File: src/rtl/fetch_ctrl.sv
// Instruction fetch sequencer: PC generation, ROM latency tracking, 2-entry output FIFO.
// Optional perf counters enabled by defining FETCH_PERF_CNT_EN.
module fetch_ctrl #(
    parameter logic [31:0] BOOT_ADDR = 32'h0,
    parameter int          DEPTH     = 2
) (
    input  logic        clk_i,
    input  logic        rst_ni,
    output logic [31:0] rom_addr_o,
    input  logic [31:0] rom_instr_i,
    output logic [31:0] instr_o,
    output logic [31:0] pc_o,
    output logic        valid_o,
    input  logic        ready_i,
    input  logic        redirect_i,
    input  logic [31:0] redirect_pc_i,
    input  logic        halt_i,
    output logic        busy_o,
    output logic [31:0] fetch_cnt_o,
    output logic [31:0] stall_cnt_o
);

    typedef enum logic [1:0] {
        IDLE  = 2'd0,
        FETCH = 2'd1,
        HALT  = 2'd2
    } state_e;

    localparam logic [2:0] DEPTH_C = 3'(DEPTH);

    state_e      state_q;
    logic [31:0] pc_q, pc_d;
    logic [31:0] tag_q;
    logic        inflight_q;
    logic [1:0]  cnt_q, cnt_d;
    logic        rd_q, wr_q;
    logic [31:0] mem_instr_q [2];
    logic [31:0] mem_pc_q [2];

    logic issue, push, pop;
    logic unused_pc_bits;

    assign unused_pc_bits = ^redirect_pc_i[1:0];

    // Slots already claimed: buffered words plus the one still in the ROM.
    assign issue = (state_q == FETCH) && !halt_i && !redirect_i
                && (({1'b0, cnt_q} + {2'b00, inflight_q}) < DEPTH_C);
    assign push  = inflight_q && !redirect_i;
    assign pop   = valid_o && ready_i;

    assign rom_addr_o = pc_q;
    assign valid_o    = (cnt_q != 2'd0);
    assign busy_o     = inflight_q || (cnt_q != 2'd0);
    assign instr_o    = mem_instr_q[rd_q];
    assign pc_o       = mem_pc_q[rd_q];

    // Next PC and FIFO occupancy; redirect overrides everything.
    always_comb begin
        pc_d  = pc_q;
        cnt_d = cnt_q;
        if (redirect_i) begin
            pc_d  = {redirect_pc_i[31:2], 2'b00};
            cnt_d = 2'd0;
        end else begin
            if (issue) pc_d = pc_q + 32'd4;
            if (push && !pop) cnt_d = cnt_q + 2'd1;
            if (!push && pop) cnt_d = cnt_q - 2'd1;
        end
    end

    // Sequencer FSM with PC, issue tag and in-flight tracking.
    always_ff @(posedge clk_i or negedge rst_ni) begin
        if (!rst_ni) begin
            state_q    <= IDLE;
            pc_q       <= BOOT_ADDR;
            tag_q      <= 32'h0;
            inflight_q <= 1'b0;
        end else begin
            pc_q       <= pc_d;
            inflight_q <= issue;
            if (issue) tag_q <= pc_q;
            unique case (state_q)
                IDLE:    state_q <= FETCH;
                FETCH:   if (halt_i) state_q <= HALT;
                HALT:    if (!halt_i) state_q <= FETCH;
                default: state_q <= IDLE;
            endcase
        end
    end

    // Output FIFO storage and pointers; redirect flushes it.
    always_ff @(posedge clk_i or negedge rst_ni) begin
        if (!rst_ni) begin
            cnt_q <= 2'd0;
            rd_q  <= 1'b0;
            wr_q  <= 1'b0;
            for (int i = 0; i < 2; i++) begin
                mem_instr_q[i] <= 32'h0;
                mem_pc_q[i]    <= 32'h0;
            end
        end else begin
            cnt_q <= cnt_d;
            if (redirect_i) begin
                rd_q <= 1'b0;
                wr_q <= 1'b0;
            end else begin
                if (push) begin
                    mem_instr_q[wr_q] <= rom_instr_i;
                    mem_pc_q[wr_q]    <= tag_q;
                    wr_q              <= ~wr_q;
                end
                if (pop) rd_q <= ~rd_q;
            end
        end
    end

`ifdef FETCH_PERF_CNT_EN
    logic [31:0] fetch_cnt_q, stall_cnt_q;

    // Transfer and back-pressure counters; only reset clears them.
    always_ff @(posedge clk_i or negedge rst_ni) begin
        if (!rst_ni) begin
            fetch_cnt_q <= 32'h0;
            stall_cnt_q <= 32'h0;
        end else begin
            if (pop) fetch_cnt_q <= fetch_cnt_q + 32'd1;
            if (valid_o && !ready_i) stall_cnt_q <= stall_cnt_q + 32'd1;
        end
    end

    assign fetch_cnt_o = fetch_cnt_q;
    assign stall_cnt_o = stall_cnt_q;
`else
    assign fetch_cnt_o = 32'h0;
    assign stall_cnt_o = 32'h0;
`endif

endmodule

File: config.mk
export PLATFORM = sky130hd
export DESIGN_NAME = fetch_ctrl
export DESIGN_NICKNAME = d
export VERILOG_FILES = /design/src/rtl/fetch_ctrl.sv
export SDC_FILE = /design/constraint.sdc
export NUM_CORES = 1
export LEC_CHECK = 0
export CAP_MARGIN = 20
export CORE_MARGIN = 2
export CORE_UTILIZATION = 43
export DETAILED_ROUTE_END_ITERATION = 16
export GPL_ROUTABILITY_DRIVEN = 0
export PLACE_DENSITY = 0.7
export SYNTH_ARGS = -nofsm -noshare
export SYNTH_HDL_FRONTEND = slang
export SYNTH_SLANG_ARGS = --single-unit
File: constraint.sdc
create_clock -name clk_i -period 3.05 [get_ports clk_i]
set_input_delay 0.7625 -clock clk_i [delete_from_list [all_inputs] [get_ports clk_i]]
set_output_delay 0.7625 -clock clk_i [all_outputs]
set_load 0.01 [all_outputs]
**After elaboration in Yosys (flattened, before gate mapping)**

Index checks and enable logic that the tools add are counted.

- Register bits after elaboration: 199
- Input port bits: 69

- Reduce and logical (&&, ||, !) cells: 21
- Magnitude comparators: 4
- Muxes and demuxes: 22
- Equal/unequal tests: 4
- Add/subtract/negate cells: 4
- Bitwise gates (word level): 5

Operators by type and width:

| cell | number |
|---|---|
| two-way mux 32 bit | 9 |
| bitwise mux 64 bit | 2 |
| adder 32 x 3 -> 32 bit, second input constant | 1 |
| demux 32 bit (select 1 bit) | 1 |
| two-way mux 2 bit | 5 |
| logical AND 1 bit | 8 |
| nonzero test 2 bit | 4 |
| one-hot mux 2 bit (3 select lines) | 1 |
| >= comparator 2 bit, second input constant | 2 |
| zero test 1 bit | 4 |
| two-way mux 1 bit | 4 |
| inequality test 2 bit, second input constant | 2 |
| NOT 1 -> 2 bit | 2 |
| AND reduction 2 bit | 2 |
| adder 2 x 1 -> 3 bit | 1 |
| less-than comparator 3 x 2 -> 1 bit, second input constant | 1 |
| NOT 1 bit | 3 |
| nonzero test 3 bit | 1 |
| adder 2 x 1 -> 2 bit, second input constant | 1 |
| equality test 2 x 1 -> 1 bit, second input constant | 1 |
| equality test 2 bit, second input constant | 1 |
| zero test 2 bit | 1 |
| less-than comparator 2 x 1 -> 1 bit, second input constant | 1 |
| subtractor 2 x 1 -> 2 bit, second input constant | 1 |
| logical OR 1 bit | 1 |

**Longest topological paths before layout**

- Depth after elaboration: 7
- Gate-level depth with buffers: 9

**Worst setup path after synthesis**

No wires, ideal clock.

- Path kind: input -> register
- Start point: input port redirect_i
- End point: register pc_q[30], in the netlist rom_addr_o[30]
- Setup time: 0.133 ns
- Required time: 2.917 ns
- Data arrival time: 2.016 ns
- Path buffers: 2
- Slack: 0.901 ns
- Stages on the path: 8
- Cells stage by stage: nor4b_1 -> nand2_1 -> inv_2 -> buf_2 -> buf_2 -> nand4_1 -> nand3b_1 -> o211ai_1

- Cells in the longest elaborated chain, start to end: 4

Ends and longest elaborated chain:

| element | line | text |
|---|---|---|
| start, declared | 15 | `input logic redirect_i,` |
| zero test 1 bit | 46 | `assign issue = (state_q == FETCH) && !halt_i && !redirect_i` |
| logical AND 1 bit | 46 |  |
| logical AND 1 bit | 47 | `&& (({1'b0, cnt_q} + {2'b00, inflight_q}) < DEPTH_C);` |
| nonzero test 2 bit (no line) | - |  |
| end signal, assigned | 79 | `pc_q <= pc_d;` |
| end, declared | 32 | `logic [31:0] pc_q, pc_d;` |

Parallel ways exist; a longest one is shown, timed or not.
A chain may end at the register's enable or synchronous reset.

**Worst setup path in the final report**

- Start point: register rd_q
- End point: output port pc_o[17]

- Cells in the longest elaborated chain, start to end: 4

Ends and longest elaborated chain:

| element | line | text |
|---|---|---|
| start, declared | 36 | `logic rd_q, wr_q;` |
| start signal, assigned | 112 | `if (pop) rd_q <= ~rd_q;` |
| NOT 1 -> 2 bit (not written as such) | 55 | `assign pc_o = mem_pc_q[rd_q];` |
| two-way mux 32 bit (not written as such) (3 in a row) | 55 |  |
| end, declared | 12 | `output logic [31:0] pc_o,` |

No other way between the ends. The select of a mux whose other input is x is not followed.

==> reports/metrics.cfg <==
[synth]
synth_seq_cells = 191
ys.flop_type = dfrtp_1
yosysSeqAreaShare_pct = 52.67
yosys.area.top_type = dfrtp_1
avgSynthCellArea_um2 = 11.80
ys_top_cells_by_area = dfrtp_1 53%, mux2_2 23%, buf_4 5.6%
yosys-top-cells-count = 191 x dfrtp_1, 184 x mux2_2, 123 x nand2_1
yosys_warnings = 0
synth_cells = 769
async_flop_share_pct = 100.0
synth_top_area_share_pct = 52.67
synth.distinct_cells = 51
netlist_area_mm2 = 0.009075
synth_edf_count = 0
yosysMostFrequentCell = dfrtp_1

[detailed_routing]
vias_per_cell = 5.007
drt_iter0_markers = 236
firstDrtPassIters = 4
ant_nets = 0
vias = 6079
wirelength_um = 19750
routedWlPerCell_um = 16.27
drc = 0

[timing]
fin_setup_tns_ns = 0
period_share_pct = 92.41
layout_min_cycle_time_ns = 2.819
slew_headroom_pct = 42.14
hold_viol = 0
worstMarginPinSlew_ns = 0.8646
fin_worst_skew_ns = 0.007084
setup_viol = 0
rsz0062_at_grt = no
final_max_slew_viol_count = 0
max_freq_mhz = 354.8

[job]
drv_cap = 0

[cells_and_area]
layout-drive-gt1-share_pct = 26.52
multi_input_area_mm2 = 0.003844
regArea_mm2 = 0.004781
area_growth_pct = 26.09
n_fill_cell = 1826
final_cells = 1214
n_antenna_cell = 0
fin_nets = 996

[grt]
track_usage_pct = 18.30
met3_usage_pct = 3.639
met2_usage_pct = 28.85
antenna_found_initial = 0
top_usage_layer = met2
grt_start_max_net_pins = 67
grt_use_met1_pct = 25.60
grt_pass1_vias = 6176
gr-total-overflow = 0
grt_pass1_wl_um = 32060

[pwr]
p_per_area_mw_per_mm2 = 823.3
vdd_drop_max_mv = 0.3657
combPwrFrac_pct = 33.4
power.internal_uw = 6676
switching_share_pct = 29.13
power_frac_clock_pct = 23.8
leakagePower_uw = 0.005209
net-switching-power_uw = 2744
power_frac_seq_pct = 42.9

[floorplan]
io_pins = 231
coreArea_mm2 = 0.02089
die_height_um = 149.3
fp-row-count = 53
start_util_pct = 43.44
die_x_um = 149.3
design.die.area_mm2 = 0.02228

[cts]
cts_max_level = 4
cts_root_buf = clkbuf_16
clock-sinks = 191
cts.clk_slew.worst_paths_ns = 0.07
cts_made_buffers = 17
cts_tree = built
cts_resized = 0
ctsHoldBuffers = 0
post-cts-setup-buffers = 0
clock_latency_ns = 0.43
cts_buffer_depth = 2

[critical_path]
crit_path_end = pc_o[17]
r2r_start = rom_addr_o[11]$_DFFE_PN0P_
crit_type = reg -> out
worstPathArrival_ns = 2.06
critPathRequiredTime_ns = 2.29
path_max_fanout = 50
r2r_cells = 5
startpoint_type = flop
r2r_slack_ns = 0.84
end_kind = output pin
r2r_end = rom_addr_o[25]$_DFFE_PN0P_
crit_start = rd_q$_DFFE_PN0P_

[place]
port_buffers = 160
placed_cells = 1182
post-dp-hpwl_um = 13450

[run_status]
status = complete, no violations

[hold_path]
hold_class = in -> async

[state kept, by name, summed over array words and instances, names as in the netlist]
name,count
cnt_q,2
inflight_q,1
mem_instr_q,64
mem_pc_q,60
rd_q,1
rom_addr_o,30
state_q,2
tag_q,30
wr_q,1
[cell families (layout without fill, tap and decap cells)]
group	count (synthesis)	after routing	share of synthesized area, %
and+or+nand+nor	200	200	10.60
DFF	191	191	52.67
muxes	187	187	23.16
buffers and inverters	117	220	7.831
AOI/OAI and AO/OA	63	63	4.688
xor gates and xnor gates	9	9	0.8685
adders and majority gates	1	1	0.1379
other	1	68	0.04132
[power groups by stage]
stage	clock (µW)	sequential (µW)	combinational [µW]
final	2240	4040	3140
after global routing	2430	4180	3440
after CTS	2320	4050	3190
after detailed placement	0	4090	3180
after global placement	0	4050	3120
after floorplan	0	3920	1840
[cell type report]
class | count | share of cell area [%]
Timing Repair Buffer | 182 | 16.19
Tap cell | 275 | 3.007
Inverter | 6 | 0.1968
Clock inverter | 11 | 1.115
Multi-Input combinational cell | 528 | 33.59
Clock buffer | 21 | 4.112
Sequential cell | 191 | 41.78
[metrics by stage]
stage               instance area, µm²  setup slack, ns  power (µW)  util [%]  hold WS, ns
floorplan                         9326           0.9009        5760         -       0.4444
global placement                 10840           0.1921        7167     51.91       0.4550
detailed placement               10840           0.1474        7268     51.91       0.4708
CTS                              11440           0.2022        9563     54.78       0.3416
global route                     11440           0.1659       10050     54.78       0.3723
finish                           11440           0.2315        9421     54.78       0.3315
[worst max-delay path, cell delays in order, from the launching register on]
cell and delay, ns:
dfrtp_2 0.38, buf_12 0.27, mux2_2 0.38, clkdlybuf4s50_1 0.55
[cell usage in the layout (no fill, tap or decap), types with 4 or more instances in the layout]
cell,Yosys,layout
buf_12,0,7
nor2b_1,4,4
o21ai_0,21,21
dfrtp_1,191,190
a41oi_1,4,4
clkdlybuf4s50_1,0,158
nor3_1,5,5
inv_1,5,5
nand3_1,12,12
buf_4,68,15
nand2_1,123,122
clkbuf_16,0,17
o211ai_1,7,7
nand2b_1,4,4
nand3b_1,4,4
a21oi_1,4,4
xnor2_1,4,4
nand4_1,12,12
clkbuf_8,0,4
and2_1,5,5
a221o_1,4,4
conb_1,1,68
xor2_1,5,5
nor2_1,9,9
mux2_2,184,184
o311ai_0,5,5
o21ai_1,6,6
[layer usage]
layer,vias to the layer above,part of all wire [%]
li1,2868,-
met1,3004,48
met2,190,45
met3,17,5.2
met4,0,1.3
met5,-,0
[worst min-delay path by stage]
stage                              from                          end  slack, ns  cells past startpoint
2_1_floorplan  mem_pc_q[13]$_DFFE_PN0P_     mem_pc_q[13]$_DFFE_PN0P_       0.44                      2
3_3_place_gp   mem_pc_q[13]$_DFFE_PN0P_     mem_pc_q[13]$_DFFE_PN0P_       0.46                      2
3_5_place_dp   mem_pc_q[13]$_DFFE_PN0P_     mem_pc_q[13]$_DFFE_PN0P_       0.47                      2
4_1_cts                          rst_ni  mem_instr_q[26]$_DFFE_PN0P_       0.34                      1
5_1_grt                          rst_ni  mem_instr_q[22]$_DFFE_PN0P_       0.37                      1
6_report                         rst_ni  mem_instr_q[22]$_DFFE_PN0P_       0.33                      1
Note: power is estimated with default switching activity, not from simulation.
